$ cat config.mk
export PLATFORM = sky130hd
export DESIGN_NAME = alu_result_stage
export DESIGN_NICKNAME = d
export VERILOG_FILES = /design/src/rtl/alu_pkg.sv /design/src/rtl/alu_flag_gen.sv /design/src/rtl/alu_result_stage.sv
export SDC_FILE = /design/constraint.sdc
export NUM_CORES = 1
export LEC_CHECK = 0
export BUFFER_PORTS_ARGS = -buffer_cell sky130_fd_sc_hd__buf_2
export CORE_ASPECT_RATIO = 1.2
export CORE_MARGIN = 1
export CORE_UTILIZATION = 58
export CTS_BUF_LIST = sky130_fd_sc_hd__clkbuf_4
export DETAILED_ROUTE_END_ITERATION = 8
export HOLD_SLACK_MARGIN = 0.08
export PLACE_DENSITY = 0.82
export SLEW_MARGIN = 15
export SYNTH_ARGS = -nofsm -noshare
export SYNTH_HDL_FRONTEND = slang
export SYNTH_SLANG_ARGS = --single-unit
$ cat constraint.sdc
create_clock -name clk -period 3.9 [get_ports clk]
set_clock_uncertainty 0.05 [all_clocks]
set_input_delay 0.585 -clock clk [delete_from_list [all_inputs] [get_ports clk]]
set_output_delay 0.585 -clock clk [all_outputs]
set_load 0.005 [all_outputs]
$ cat src/rtl/alu_pkg.sv
// Shared ALU definitions: op codes, flag bit positions and
// occupancy states used by the ALU result output stage.
package alu_pkg;

   localparam int OP_W  = 3;
   localparam int FLG_W = 4;

   localparam logic [OP_W-1:0] OP_AND = 3'b000;
   localparam logic [OP_W-1:0] OP_OR  = 3'b001;
   localparam logic [OP_W-1:0] OP_ADD = 3'b010;
   localparam logic [OP_W-1:0] OP_XOR = 3'b011;
   localparam logic [OP_W-1:0] OP_SUB = 3'b100;
   localparam logic [OP_W-1:0] OP_RSH = 3'b101;
   localparam logic [OP_W-1:0] OP_LSH = 3'b110;
   localparam logic [OP_W-1:0] OP_NOR = 3'b111;

   localparam int FLG_Z = 0;
   localparam int FLG_N = 1;
   localparam int FLG_C = 2;
   localparam int FLG_V = 3;

   typedef enum logic [1:0] {
      OCC_EMPTY   = 2'd0,
      OCC_PARTIAL = 2'd1,
      OCC_FULL    = 2'd2
   } occ_e;

   // Only add/sub carry a meaningful adder carry-out.
   function automatic logic is_arith(input logic [OP_W-1:0] op);
      return (op == OP_ADD) || (op == OP_SUB);
   endfunction

endpackage

$ cat src/rtl/alu_flag_gen.sv
// Combinational status-flag generation for a selected ALU result.
// Flag vector layout is {overflow, carry, negative, zero}.
module alu_flag_gen
   import alu_pkg::*;
#(
   parameter int WIDTH = 32
) (
   input  logic [WIDTH-1:0] result,
   input  logic [OP_W-1:0]  alu_in,
   input  logic             a_msb,
   input  logic             b_msb,
   input  logic             carry_in,
   output logic [FLG_W-1:0] flags
);

   logic is_add;
   logic is_sub;
   logic r_msb;
   logic ovf;

   assign is_add = (alu_in == OP_ADD);
   assign is_sub = (alu_in == OP_SUB);
   assign r_msb  = result[WIDTH-1];

   // b_msb is the pre-inversion sign, so sub overflows on unlike signs.
   always_comb begin
      ovf = 1'b0;
      unique case (1'b1)
         is_add:  ovf = (a_msb == b_msb) & (r_msb != a_msb);
         is_sub:  ovf = (a_msb != b_msb) & (r_msb != a_msb);
         default: ovf = 1'b0;
      endcase
   end

   always_comb begin
      flags        = '0;
      flags[FLG_Z] = (result == '0);
      flags[FLG_N] = r_msb;
      flags[FLG_C] = is_arith(alu_in) & carry_in;
      flags[FLG_V] = ovf;
   end

endmodule

$ cat src/rtl/alu_result_stage.sv
// Registered ALU result stage: flag generation plus a small result FIFO.
// Optional sticky overflow flag is enabled by ALU_STICKY_OVF_EN.
module alu_result_stage
   import alu_pkg::*;
#(
   parameter int DEPTH = 2,
   parameter int WIDTH = 32
) (
   input  logic             clk,
   input  logic             reset,
   input  logic             in_valid,
   output logic             in_ready,
   input  logic [WIDTH-1:0] result,
   input  logic [OP_W-1:0]  alu_in,
   input  logic             a_msb,
   input  logic             b_msb,
   input  logic             carry_in,
   output logic             out_valid,
   input  logic             out_ready,
   output logic [WIDTH-1:0] out_result,
   output logic [OP_W-1:0]  out_op,
`ifdef ALU_STICKY_OVF_EN
   output logic             sticky_ovf,
   input  logic             ovf_clear,
`endif
   output logic [FLG_W-1:0] out_flags
);

   localparam int PW = (DEPTH > 1) ? $clog2(DEPTH) : 1;
   localparam int CW = $clog2(DEPTH + 1);
   localparam logic [CW-1:0] CNT_FULL = CW'(DEPTH);
   localparam logic [PW-1:0] PTR_ONE  = PW'(1);
   localparam logic [CW-1:0] CNT_ONE  = CW'(1);

   logic [WIDTH-1:0] mem_res [DEPTH];
   logic [OP_W-1:0]  mem_op  [DEPTH];
   logic [FLG_W-1:0] mem_flg [DEPTH];

   logic [PW-1:0]    wr_ptr;
   logic [PW-1:0]    rd_ptr;
   logic [CW-1:0]    count_q;
   logic [CW-1:0]    count_d;
   occ_e             state_q;
   occ_e             state_d;

   logic [WIDTH-1:0] last_res;
   logic [OP_W-1:0]  last_op;
   logic [FLG_W-1:0] last_flg;

   logic [FLG_W-1:0] new_flg;
   logic             push;
   logic             pop;

   alu_flag_gen #(
      .WIDTH (WIDTH)
   ) u_flag_gen (
      .result   (result),
      .alu_in   (alu_in),
      .a_msb    (a_msb),
      .b_msb    (b_msb),
      .carry_in (carry_in),
      .flags    (new_flg)
   );

   // Handshake readiness comes only from the registered occupancy state.
   assign in_ready  = (state_q != OCC_FULL);
   assign out_valid = (state_q != OCC_EMPTY);
   assign push      = in_valid & in_ready;
   assign pop       = out_valid & out_ready;

   always_comb begin
      count_d = count_q;
      unique case ({push, pop})
         2'b10:   count_d = count_q + CNT_ONE;
         2'b01:   count_d = count_q - CNT_ONE;
         default: count_d = count_q;
      endcase
   end

   always_comb begin
      state_d = OCC_PARTIAL;
      if (count_d == '0) begin
         state_d = OCC_EMPTY;
      end else if (count_d == CNT_FULL) begin
         state_d = OCC_FULL;
      end
   end

   always_ff @(posedge clk or posedge reset) begin
      if (reset) begin
         state_q <= OCC_EMPTY;
         count_q <= '0;
      end else begin
         state_q <= state_d;
         count_q <= count_d;
      end
   end

   always_ff @(posedge clk or posedge reset) begin
      if (reset) begin
         wr_ptr <= '0;
         rd_ptr <= '0;
      end else begin
         if (push) wr_ptr <= wr_ptr + PTR_ONE;
         if (pop)  rd_ptr <= rd_ptr + PTR_ONE;
      end
   end

   always_ff @(posedge clk) begin
      if (push) begin
         mem_res[wr_ptr] <= result;
         mem_op[wr_ptr]  <= alu_in;
         mem_flg[wr_ptr] <= new_flg;
      end
   end

   // Keeps the last presented entry visible once the FIFO runs empty.
   always_ff @(posedge clk or posedge reset) begin
      if (reset) begin
         last_res <= '0;
         last_op  <= '0;
         last_flg <= '0;
      end else if (pop) begin
         last_res <= mem_res[rd_ptr];
         last_op  <= mem_op[rd_ptr];
         last_flg <= mem_flg[rd_ptr];
      end
   end

   always_comb begin
      out_result = last_res;
      out_op     = last_op;
      out_flags  = last_flg;
      if (out_valid) begin
         out_result = mem_res[rd_ptr];
         out_op     = mem_op[rd_ptr];
         out_flags  = mem_flg[rd_ptr];
      end
   end

`ifdef ALU_STICKY_OVF_EN
   always_ff @(posedge clk or posedge reset) begin
      if (reset) begin
         sticky_ovf <= 1'b0;
      end else if (push & new_flg[FLG_V]) begin
         sticky_ovf <= 1'b1;
      end else if (ovf_clear) begin
         sticky_ovf <= 1'b0;
      end
   end
`endif

endmodule

Word-level counts from Yosys, hierarchy flattened --
Memories as Yosys holds them, arrays and structs flattened. Index checks and enable logic that the tools add are counted.
Word-level totals: flip-flop bits (word level) 45, RAM bits 78, input bits 42, output and inout bits 41, word-level logic and storage cells 41, memories kept 3
Cells by class: add/subtract/negate cells 4, equal/unequal tests 9, multiplexer cells 9, bitwise operators 5, reduce and logical (&&, ||, !) cells 4
Memories:
- mem_res | depth 2, bits a word 32, read ports 1, clocked after memory_dff 0, write ports 1, RTL line alu_result_stage.sv:35 | logic [WIDTH-1:0] mem_res [DEPTH];
- mem_flg | depth 2, bits a word 4, read ports 1, clocked after memory_dff 0, write ports 1, RTL line alu_result_stage.sv:37 | logic [FLG_W-1:0] mem_flg [DEPTH];
- mem_op | depth 2, bits a word 3, read ports 1, clocked after memory_dff 0, write ports 1, RTL line alu_result_stage.sv:36 | logic [OP_W-1:0] mem_op [DEPTH];
Operator list (count):
- zero test 32 bit | 1
- two-way mux 32 bit | 1
- bitwise AND 1 bit | 5
- equality test 2 bit, second input constant | 2
- two-way mux 2 bit | 2
- two-way mux 4 bit | 1
- case mux 2 bit (2 select lines) | 1
- equality test 3 x 2 -> 1 bit, second input constant | 1
- equality test 3 bit, second input constant | 1
- two-way mux 3 bit | 1
- adder 1 bit, second input constant | 2
- adder 2 x 1 -> 2 bit, second input constant | 1
- equality test 2 x 1 -> 1 bit, second input constant | 1
- zero test 2 bit | 1
- two-way mux 1 bit | 2
- != test 1 bit | 2
- != test 2 bit, second input constant | 1
- case mux 1 bit (2 select lines) | 1
- nonzero test 2 bit | 1
- subtractor 2 x 1 -> 2 bit, second input constant | 1
- equality test 1 bit | 1
- logical OR 1 bit | 1

Longest topological paths before layout --
Gate-level depths: netlist (run 1).
word-level depth 7, gate-level depth with buffers 9

Cells and area by module --
From an unflattened synthesis (run 1), not the netlist that was laid out.
Second synthesis, totals: cells, all modules 383, area, all modules 4931.0 um^2
Modules (own cells, without submodules):
- alu_result_stage | instances 1, cells an instance 359, area each 4774.6 um^2, seq. area each 3443.3 um^2
- alu_flag_gen | instances 1, cells an instance 24, area each 156.4 um^2, seq. area each 0.0 um^2

Worst setup path after synthesis (run 1) --
OpenSTA, ideal clock, no wires.
path type register to register, from register, netlist name count_q[0], to memory mem_flg[0][0] (enable), library setup time 0.433 ns, arrival time 2.308 ns, required time 3.417 ns, path slack 1.109 ns, stages on the path, launching flop included 5, clock period less this slack 2.791 ns, cells stage by stage dfrtp_1 buf_6 nand2b_1 nand2_1 nor2_1
RTL lines (RTL line):
- end, declared | alu_result_stage.sv:37

==> summary.txt, run 1 <==
Finish
  – Share of layout cells above drive strength 1: 26.1%
  – Commonest non-fill, non-tap cells in the layout: buf_2 (82), edfxtp_1 (76), dfrtp_1 (42)
  – Finished Layout Cells: 562
  – Most common cell after layout, fill and taps aside: buf_2
  – Final Cell Area: 5540 µm²
  – Final Core Density: 68.3%
  – Diode count: 0
  – Layout area overhead: 15.0%
  – Final net count: 497

Place
  – IO buf count: 82
  – Placed inst area: 5250 µm²
  – Pre-CTS setup slack: 1250 ps
  – Placer Congestion: 0.729
  – Placed cells: 530
  – Dpl hpwl: 5670 µm

Worst setup path
  – Crit path max fanout: 46
  – WP depth: 5
  – Max stage delay on crit path: 720 ps
  – Launch point of the worst reg-to-reg path: count_q[0]
  – Startpoint types: register
  – Critical Path RT: 3260 ps
  – Crit Path Category: register to output pin
  – R2R depth: 3
  – CP endpoint kind: output pin
  – CP bufs+invs: 2
  – Slowest-stage cell, CP: or2_2
  – CP Launch Point: count_q[0]
  – Cell Chain, Critical Path: or2_2 > buf_4 > nor2_1 > a21oi_1 > buf_2
  – Top delay family on crit path: simple AND/OR/NAND/NOR gates
  – CP Capture Point: out_result[17]
  – Worst r2r dst: mem_res[0][22]
  – R2R Setup Slk: 1720 ps
  – CP Data Arrival Time: 2560 ps

GRT
  – Initial antenna violation count: 0
  – Vias in the first global route: 2898
  – Gr usage total: 21.8%
  – Largest net degree at the start of global routing: 78
  – Total grt overflow: 0
  – First-pass GRT wire length: 14000 µm

Clock network
  – Total CTS buffers: 17
  – Clock Path Buffers: 2
  – Clock latency on the worst-skew pair: 490 ps
  – CTS sink count: 119
  – CTS Hold Bufs: 0
  – Post-CTS Resized: 0
  – CTS H-tree depth: 4
  – Reg clk slew, reported paths: 110 ps
  – Root Buffer: clkbuf_4
  – CTS tree: done
  – Postcts setup bufs: 0

Yosys
  – Share of synthesized cell area in full adder, half adder and majority cells: 0.260%
  – Xor/xnor share of the synthesized area: 0.909%
  – Combinational family with the most area after synthesis: simple AND/OR/NAND/NOR gates
  – Synth unique cells: 24
  – Most used DFF post-synth: edfxtp_1
  – Post-synth EDFFs: 76
  – Post-Syn Area: 4820 µm²
  – Cell accounting for the most synthesized area: edfxtp_1
  – #FFs+latches synth: 119
  – Post-synthesis compound-gate area fraction: 8.70%
  – Post-Syn Instances: 373
  – Syn Nets: 416
  – Largest cells by area after synthesis: edfxtp_1 (47%), dfrtp_1 (22%), mux2i_1 (8.3%)
  – Mux cell area share after synthesis: 8.31%
  – Asr flop ratio synth: 36.1%
  – YS warnings: 0
  – Sequential share of the synthesized area: 69.7%
  – Syn Area/Cell: 12.9 µm²
  – Synth top area share: 47.4%
  – Simple-gate share of the synthesized area: 8.78%

Power
  – Logic gate share of total power: 35.0%
  – NetSw: 1.57 mW
  – Pint: 2.87 mW
  – Sw Ratio: 35.4%
  – Pwr/cell area: 801 nW/µm²
  – Lkg Pwr: 2.32 nW
  – Peak supply drop: 0.000339 V
  – Reg power frac: 44.8%
  – Tot Pwr: 4.43 mW
  – Clk pwr share: 20.2%

STA
  – Final Cycle Share: 81.9%
  – Final hold slack: 243 ps
  – RSZ-0062 raised after global routing: false
  – Setup violators final: 0
  – Hold Vio Cnt, Final: 0
  – Max-slew violations: 0
  – Worst Tran Pin Value: 1120 ps
  – Final worst setup slack: 708 ps
  – Max_slew headroom: 25.3%
  – Max frequency: 313 MHz
  – Fin Setup TNS: 0 ps
  – Tmin final: 3190 ps

Flow run
  – Max_cap viols: 0

Floorplan
  – Die area: 8680 µm²
  – Core Footprint: 8110 µm²
  – Die X: 85.2 µm
  – Die H: 102 µm
  – # rows: 36
  – Ports: 83
  – Starting Density: 59.4%

Drt
  – Drt drc: 1
  – Via-per-instance ratio: 5.48
  – Number of detailed-route iterations in the first pass: 6
  – Vias: 3077
  – Initial drt markers: 164
  – Per-cell routed wire length: 15.9 µm
  – Antenna Nets Post-Route: 0
  – Post-Route WL: 8910 µm

Worst hold path
  – Worst Hold Class: input port to register

Outcome
  – Status: complete, but fails checks
  – Failing checks: design-rule violations
cells in the mapped netlist (4+ instances only):
library cell,count
a21oi_1,39
buf_2,9
buf_6,5
clkbuf_1,7
dfrtp_1,43
edfxtp_1,76
mux2i_1,40
nand2_1,40
nand2b_1,4
nor2_1,42
nor4_1,8
o21ai_0,39
xnor2_1,4
state kept, by name (all words and copies together), names as in the netlist:
register and flops:
rd_ptr 1, mem_res 62, mem_op 6, last_res 31
last_flg 4, count_q 2, mem_flg 8, last_op 3
wr_ptr 1, state_q 1
how the worst min path moves through the flow:
| stage | from | end | slack (ps) | cells past startpoint |
|---|---|---|---|---|
| final | result[16] | mem_res[1][16] | 240 | 1 |
| after global routing | result[19] | mem_res[1][19] | 180 | 1 |
| after CTS | result[19] | mem_res[1][19] | 200 | 1 |
| after detailed placement | last_res[21] | last_res[21] | 420 | 2 |
| after global placement | last_res[26] | last_res[26] | 410 | 2 |
| after floorplan | last_flg[0] | last_flg[0] | 400 | 2 |
per-layer routing:
| layer | wire length [µm] | global-route usage, % |
|---|---|---|
| met2 | 4760 | 37.2 |
| met5 | 0 | 0 |
| met3 | 403 | 6.22 |
| met1 | 3640 | 25.9 |
| met4 | 110 | 9.91 |
power groups by stage:
stage / registers, mW / logic [mW] / clock network [mW]
3_3_place_gp: 1.99 / 1.52 / 0
4_1_cts: 1.99 / 1.57 / 0.910
2_1_floorplan: 1.91 / 1.14 / 0
3_5_place_dp: 2.01 / 1.56 / 0
6_report: 1.99 / 1.55 / 0.896
5_1_grt: 2.03 / 1.76 / 0.957
area by class of cell:
type                    count  area (µm²)
flip-flops and latches    119        3360
clock buffers              18         135
well taps                  95         119
multi-input cells         227        1320
inverters                   3        11.3
fillers                   575        2570
clock inverters            14         159
repair buffers             86         440
worst reg2reg max path: stages (launching register included):
cell and delay [ps]:
dfrtp_1 540, nand2b_1 190, nand2_1 140, nor2_4 870
logic make-up (layout without fill, tap and decap cells):
kind of cell / count (synthesis) / count (layout)
XOR/XNOR: 5 / 5
flip-flops: 119 / 119
buffers and inverters: 27 / 121
multiplexers: 40 / 40
AND/OR/NAND/NOR: 100 / 100
AO/OA/AOI/OAI: 81 / 81
adder cells (fa/ha/maj): 1 / 1
(Power assumes the default switching activity.)
==> inputs of run 2 (changes only) <==
==> constraint.sdc (replaced) <==
create_clock -name clk -period 3.1 [get_ports clk]
set_clock_uncertainty 0.05 [all_clocks]
set_input_delay 0.465 -clock clk [delete_from_list [all_inputs] [get_ports clk]]
set_output_delay 0.465 -clock clk [all_outputs]
set_load 0.005 [all_outputs]
==> summary.txt, run 2 (synthesized netlist as in run 1, its figures left out) <==
Outcome
  – Status: complete, but fails checks
  – Failing checks: design-rule violations

Finish
  – Largest reg by FF count: mem_res
  – Final Core Density: 73.2% (+4.9 points)
  – Most common cell after layout, fill and taps aside: buf_2
  – Final Cell Area: 5940 µm² (+7.2%)
  – Diode count: 0 (unchanged)
  – Commonest non-fill, non-tap cells in the layout: buf_2 (82), edfxtp_1 (76), dfrtp_1 (42)
  – Max reg flops: 62 (unchanged)
  – Top Registers: mem_res x62, last_res x31, mem_flg x8
  – Final net count: 531 (+6.8%)
  – Share of layout cells above drive strength 1: 24.2% (-2.0 points)
  – Layout area overhead: 23.2%

Power
  – Lkg Pwr: 2.51 nW (+8.0%)
  – Reg power frac: 43.2% (-1.6 points)
  – Sw Ratio: 33.9% (-1.4 points)
  – Pwr/cell area: 976 nW/µm² (+22%)
  – Clk pwr share: 21.6% (+1.4 points)
  – Peak supply drop: 0.000513 V (+51%)
  – Logic gate share of total power: 35.2% (+0.2 points)
  – NetSw: 1.97 mW (+25%)
  – Pint: 3.83 mW (+34%)

STA
  – Max-slew violations: 0 (unchanged)
  – Fin Setup TNS: 0 ps (unchanged)
  – Worst Tran Pin Value: 930 ps (-189 ps)
  – RSZ-0062 raised after global routing: false
  – Tmin final: 2840 ps
  – Final Cycle Share: 91.6%
  – Hold Vio Cnt, Final: 0 (unchanged)
  – Max_slew headroom: 38.0% (+13 points)
  – Max frequency: 352 MHz
  – Setup violators final: 0 (unchanged)

Worst setup path
  – CP endpoint kind: output pin
  – Startpoint types: register
  – Critical Path RT: 2580 ps (-680 ps)
  – CP Data Arrival Time: 2320 ps (-240 ps)
  – Crit path max fanout: 29 (-37%)
  – Crit Path Category: register to output pin

Clock network
  – Clock latency on the worst-skew pair: 520 ps (+30 ps)
  – Root Buffer: clkbuf_4
  – Total CTS buffers: 17 (unchanged)
  – CTS sink count: 119 (unchanged)
  – CTS H-tree depth: 4 (unchanged)
  – Post-CTS Resized: 0 (unchanged)
  – Clock Path Buffers: 2 (unchanged)
  – CTS tree: done
  – Reg clk slew, reported paths: 100 ps (about the same)

Floorplan
  – # rows: 36 (unchanged)
  – Die X: 85.2 µm (unchanged)
  – Ports: 83 (unchanged)
  – Die H: 102 µm (unchanged)
  – Die area: 8680 µm² (unchanged)
  – Core Footprint: 8110 µm² (unchanged)
  – Starting Density: 59.4% (unchanged)

GRT
  – Initial antenna violation count: 0 (unchanged)
  – Largest net degree at the start of global routing: 78 (unchanged)
  – Vias in the first global route: 3024 (+4.3%)
  – Total grt overflow: 0 (unchanged)
  – Gr usage total: 22.4% (+0.65 points)
  – First-pass GRT wire length: 14100 µm (+0.94%)

Place
  – Placer Congestion: 0.750 (+2.9%)
  – IO buf count: 82 (unchanged)
  – Placed inst area: 5280 µm² (+0.62%)
  – Dpl hpwl: 5690 µm (+0.32%)

Drt
  – Initial drt markers: 171 (+4.3%)
  – Number of detailed-route iterations in the first pass: 6 (unchanged)
  – Post-Route WL: 9100 µm (+2.1%)
  – Per-cell routed wire length: 15.3 µm (-3.7%)
  – Top sig layer: met4
  – Vias: 3215 (+4.5%)
  – Antenna Nets Post-Route: 0 (unchanged)
  – Metal3 WL: 410 µm (+1.7%)
  – M1 WL: 3710 µm (+1.9%)
  – DR WL met2: 4750 µm (-0.25%)
  – Via-per-instance ratio: 5.39 (-1.5%)
  – Drt drc: 1 (unchanged)

Worst hold path
  – Worst Hold Class: input port to asynchronous set/reset pin

Flow run
  – Max_cap viols: 0 (unchanged)
[run 2: cell types whose count changed in the layout (fill, tap and decap cells not counted), sizes merged]
cell,previous run,this run
clkbuf,18,19
dlygate4sd3,0,33
clkinv,6,8
buf,86,87
bufinv,3,5
clkinvlp,5,0
[run 2: area by class of cell]
class | count | area (µm²)
clock inverter | 13 | 185
fill | 556 | 2170
clock buffer | 19 | 143
multi-input combinational | 227 | 1320
sequential | 119 | 3360
timing repair buffer | 120 | 803
tap | 95 | 119
inverter | 3 | 11.3
[run 2: what timing repair did]
item                                    CTS  global route
hold buffers                             24             9
endpoints found under the setup margin    0             0
hold endpoints to repair                 45            18
setup buffers                             0             0
[run 2: stage by stage]
stage	power [mW]	setup slack (ps)	instances	hold WS [ps]
floorplan	3.84	309	373	401
global placement	4.45	893	531	412
detailed placement	4.53	853	531	421
CTS	5.80	269	587	80.7
global route	6.19	90.6	596	84.8
finish	5.79	260	596	97.5
[run 2: final timing paths]
path                                   start             end  slack, ps  depth (start not counted)
worst max-delay path              count_q[0]  out_result[19]        260                          5
worst min-delay path                   reset     last_res[6]        100                          2
worst max register to register    count_q[0]  mem_res[1][13]       1100                          2
worst min register to register  last_res[25]    last_res[25]        440                          2
max in group asynchronous              reset          rd_ptr       2270                          2
min in group clk                  result[30]  mem_res[1][30]        120                          1
[run 2: routing by layer]
| layer | vias up | global-route usage [%] |
|---|---|---|
| li1 | 1575 | - |
| met1 | 1536 | 26.0 |
| met2 | 82 | 37.8 |
| met3 | 22 | 6.79 |
| met4 | 0 | 12.3 |
| met5 | - | 0 |
[run 2: critical path: stages (launching register included)]
cell	delay (ps)
dfrtp_1	540
or2_2	510
buf_4	380
nor2_1	80
a21oi_1	140
buf_2	140
[run 2: power by group through the flow]
stage	Sequential [mW]	Combinational, mW	Clock [mW]
2_1_floorplan	2.40	1.44	0
3_3_place_gp	2.50	1.95	0
3_5_place_dp	2.53	2.00	0
4_1_cts	2.50	2.03	1.27
5_1_grt	2.55	2.29	1.35
6_report	2.50	2.04	1.25
==> inputs of run 3 (changes only) <==
--- a/config.mk
+++ b/config.mk
@@ -8,11 +8,10 @@
 export BUFFER_PORTS_ARGS = -buffer_cell sky130_fd_sc_hd__buf_2
 export CORE_ASPECT_RATIO = 1.2
 export CORE_MARGIN = 1
-export CORE_UTILIZATION = 58
-export CTS_BUF_LIST = sky130_fd_sc_hd__clkbuf_4
+export CORE_UTILIZATION = 55
 export DETAILED_ROUTE_END_ITERATION = 8
 export HOLD_SLACK_MARGIN = 0.08
-export PLACE_DENSITY = 0.82
+export PLACE_DENSITY = 0.78
 export SLEW_MARGIN = 15
 export SYNTH_ARGS = -nofsm -noshare
 export SYNTH_HDL_FRONTEND = slang
==> summary.txt, run 3 (synthesized netlist as in run 1, its figures left out) <==
Place
  – Placer Congestion: 0.758 (+1.0%)
  – Pre-CTS setup slack: 824 ps (-29.2 ps)
  – Dpl hpwl: 6000 µm (+5.5%)
  – IO buf count: 82 (unchanged)

STA
  – Max-slew violations: 0 (unchanged)
  – Final hold slack: 107 ps (+9.80 ps)
  – Final worst setup slack: 309 ps (+49.2 ps)
  – Max_slew headroom: 37.1% (-0.95 points)
  – Final Cycle Share: 90.0% (-1.6 points)
  – RSZ-0062 raised after global routing: false
  – Setup violators final: 0 (unchanged)
  – Tmin final: 2790 ps (-49.2 ps)
  – Fin Setup TNS: 0 ps (unchanged)
  – Max frequency: 358 MHz (+1.8%)
  – Hold Vio Cnt, Final: 0 (unchanged)
  – Worst Tran Pin Value: 944 ps (+14.3 ps)

Worst setup path
  – Crit path max fanout: 43 (+48%)
  – Top delay family on crit path: simple AND/OR/NAND/NOR gates
  – CP Data Arrival Time: 2280 ps (-40 ps)
  – CP endpoint kind: output pin
  – Critical Path RT: 2580 ps (about the same)
  – Max stage delay on crit path: 590 ps (+50 ps)
  – Crit Path Category: register to output pin
  – Startpoint types: register
  – Cell Chain, Critical Path: or2_2 > buf_12 > nor2_1 > a21oi_1 > buf_2
  – CP bufs+invs: 2 (unchanged)
  – Slowest-stage cell, CP: or2_2

Floorplan
  – Die X: 87.4 µm (+2.6%)
  – Core Footprint: 8520 µm² (+5.1%)
  – Die H: 105 µm (+2.6%)
  – Starting Density: 56.6% (-2.9 points)
  – # rows: 37 (+2.8%)
  – Ports: 83 (unchanged)
  – Die area: 9140 µm² (+5.3%)

Clock network
  – Root Buffer: clkbuf_8
  – Reg clk slew, reported paths: 60 ps (-40 ps)
  – Post-CTS Resized: 0 (unchanged)
  – Postcts setup bufs: 0 (unchanged)
  – CTS tree: done
  – CTS H-tree depth: 4 (unchanged)
  – Clock Path Buffers: 2 (unchanged)
  – CTS Hold Bufs: 0 (-100%)
  – Clock latency on the worst-skew pair: 510 ps (about the same)
  – CTS sink count: 119 (unchanged)
  – Total CTS buffers: 17 (unchanged)

Drt
  – Post-Route WL: 9220 µm (+1.3%)
  – Vias: 3091 (-3.9%)
  – Number of detailed-route iterations in the first pass: 4 (-2)
  – Initial drt markers: 170 (-0.58%)
  – Per-cell routed wire length: 15.8 µm (+3.2%)
  – Via-per-instance ratio: 5.28 (-2.0%)
  – Antenna Nets Post-Route: 0 (unchanged)
  – Drt drc: 0 (-1)

Power
  – Pwr/cell area: 1100 nW/µm² (+13%)
  – Tot Pwr: 6.49 mW (+12%)
  – Lkg Pwr: 2.48 nW (-1.2%)
  – Peak supply drop: 0.000537 V (+4.7%)

Finish
  – Max reg flops: 62 (unchanged)
  – Share of layout cells above drive strength 1: 26.3% (+2.1 points)
  – Layout area overhead: 22.6%
  – Top Registers: mem_res x62, last_res x31, mem_flg x8
  – Largest reg by FF count: mem_res
  – Most common cell after layout, fill and taps aside: buf_2
  – Diode count: 0 (unchanged)
  – Commonest non-fill, non-tap cells in the layout: buf_2 (82), edfxtp_1 (76), dfrtp_1 (42)
  – Final net count: 498 (-6.2%)

GRT
  – Vias in the first global route: 3080 (+1.9%)
  – Initial antenna violation count: 0 (unchanged)
  – Gr usage total: 22.3% (-0.13 points)
  – Total grt overflow: 0 (unchanged)
  – Largest net degree at the start of global routing: 78 (unchanged)
  – First-pass GRT wire length: 14900 µm (+6.0%)

Worst hold path
  – Worst Hold Class: input port to asynchronous set/reset pin

Flow run
  – Max_cap viols: 0 (unchanged)

Outcome
  – Status: finished clean
-- run 3: changes by cell type in the layout (fill, tap and decap cells not counted) --
cell,change
clkbuf_16,+16
dlygate4sd3_1,-33
clkbuf_8,+1
clkinv_4,+2
clkinvlp_4,+3
clkinv_1,-4
clkbuf_1,+2
clkbuf_4,-19
bufinv_16,-1
-- run 3: worst paths after layout --
check / startpoint / endpoint / slack [ps] / cells past startpoint
min in group clk: result[2] / mem_res[0][2] / 110 / 1
setup reg to reg: count_q[0] / mem_res[1][5] / 1090 / 2
max in group asynchronous: reset / rd_ptr / 2250 / 2
hold / removal: reset / last_res[12] / 110 / 2
hold reg to reg: last_res[30] / last_res[30] / 430 / 2
setup / recovery: count_q[0] / out_result[17] / 310 / 5
-- run 3: worst reg2reg max path: stages (launching register included) --
cell      delay, ps
dfrtp_1         520
nand2b_1        200
and3_2          830
-- run 3: area by class of cell --
cell class	count	area [µm²]
Fill cell	628	2610
Clock buffer	19	422
Inverter	3	11.3
Timing Repair Buffer	87	473
Sequential cell	119	3360
Multi-Input combinational cell	227	1320
Tap cell	117	146
Clock inverter	13	180
-- run 3: metrics by stage --
| stage | util [%] | cell area, µm² | cells |
|---|---|---|---|
| 2_1_floorplan | - | 4820 | 373 |
| 3_3_place_gp | 62.3 | 5310 | 553 |
| 3_5_place_dp | 62.3 | 5310 | 553 |
| 4_1_cts | 69.3 | 5910 | 585 |
| 5_1_grt | 69.3 | 5910 | 585 |
| 6_report | 69.3 | 5910 | 585 |
-- run 3: layer usage --
| metal | global-route usage (%) | wire, µm |
|---|---|---|
| met1 | 26.2 | 3780 |
| met5 | 0 | 0 |
| met2 | 37.6 | 4960 |
| met3 | 5.13 | 299 |
| met4 | 11.7 | 178 |
-- run 3: where the power goes --
group | switching (mW) | total (mW) | internal [mW]
Clock | 0.670 | 1.97 | 1.30
Combinational | 1.20 | 2.05 | 0.855
Sequential | 0.236 | 2.47 | 2.23
Total | 2.10 | 6.49 | 4.39
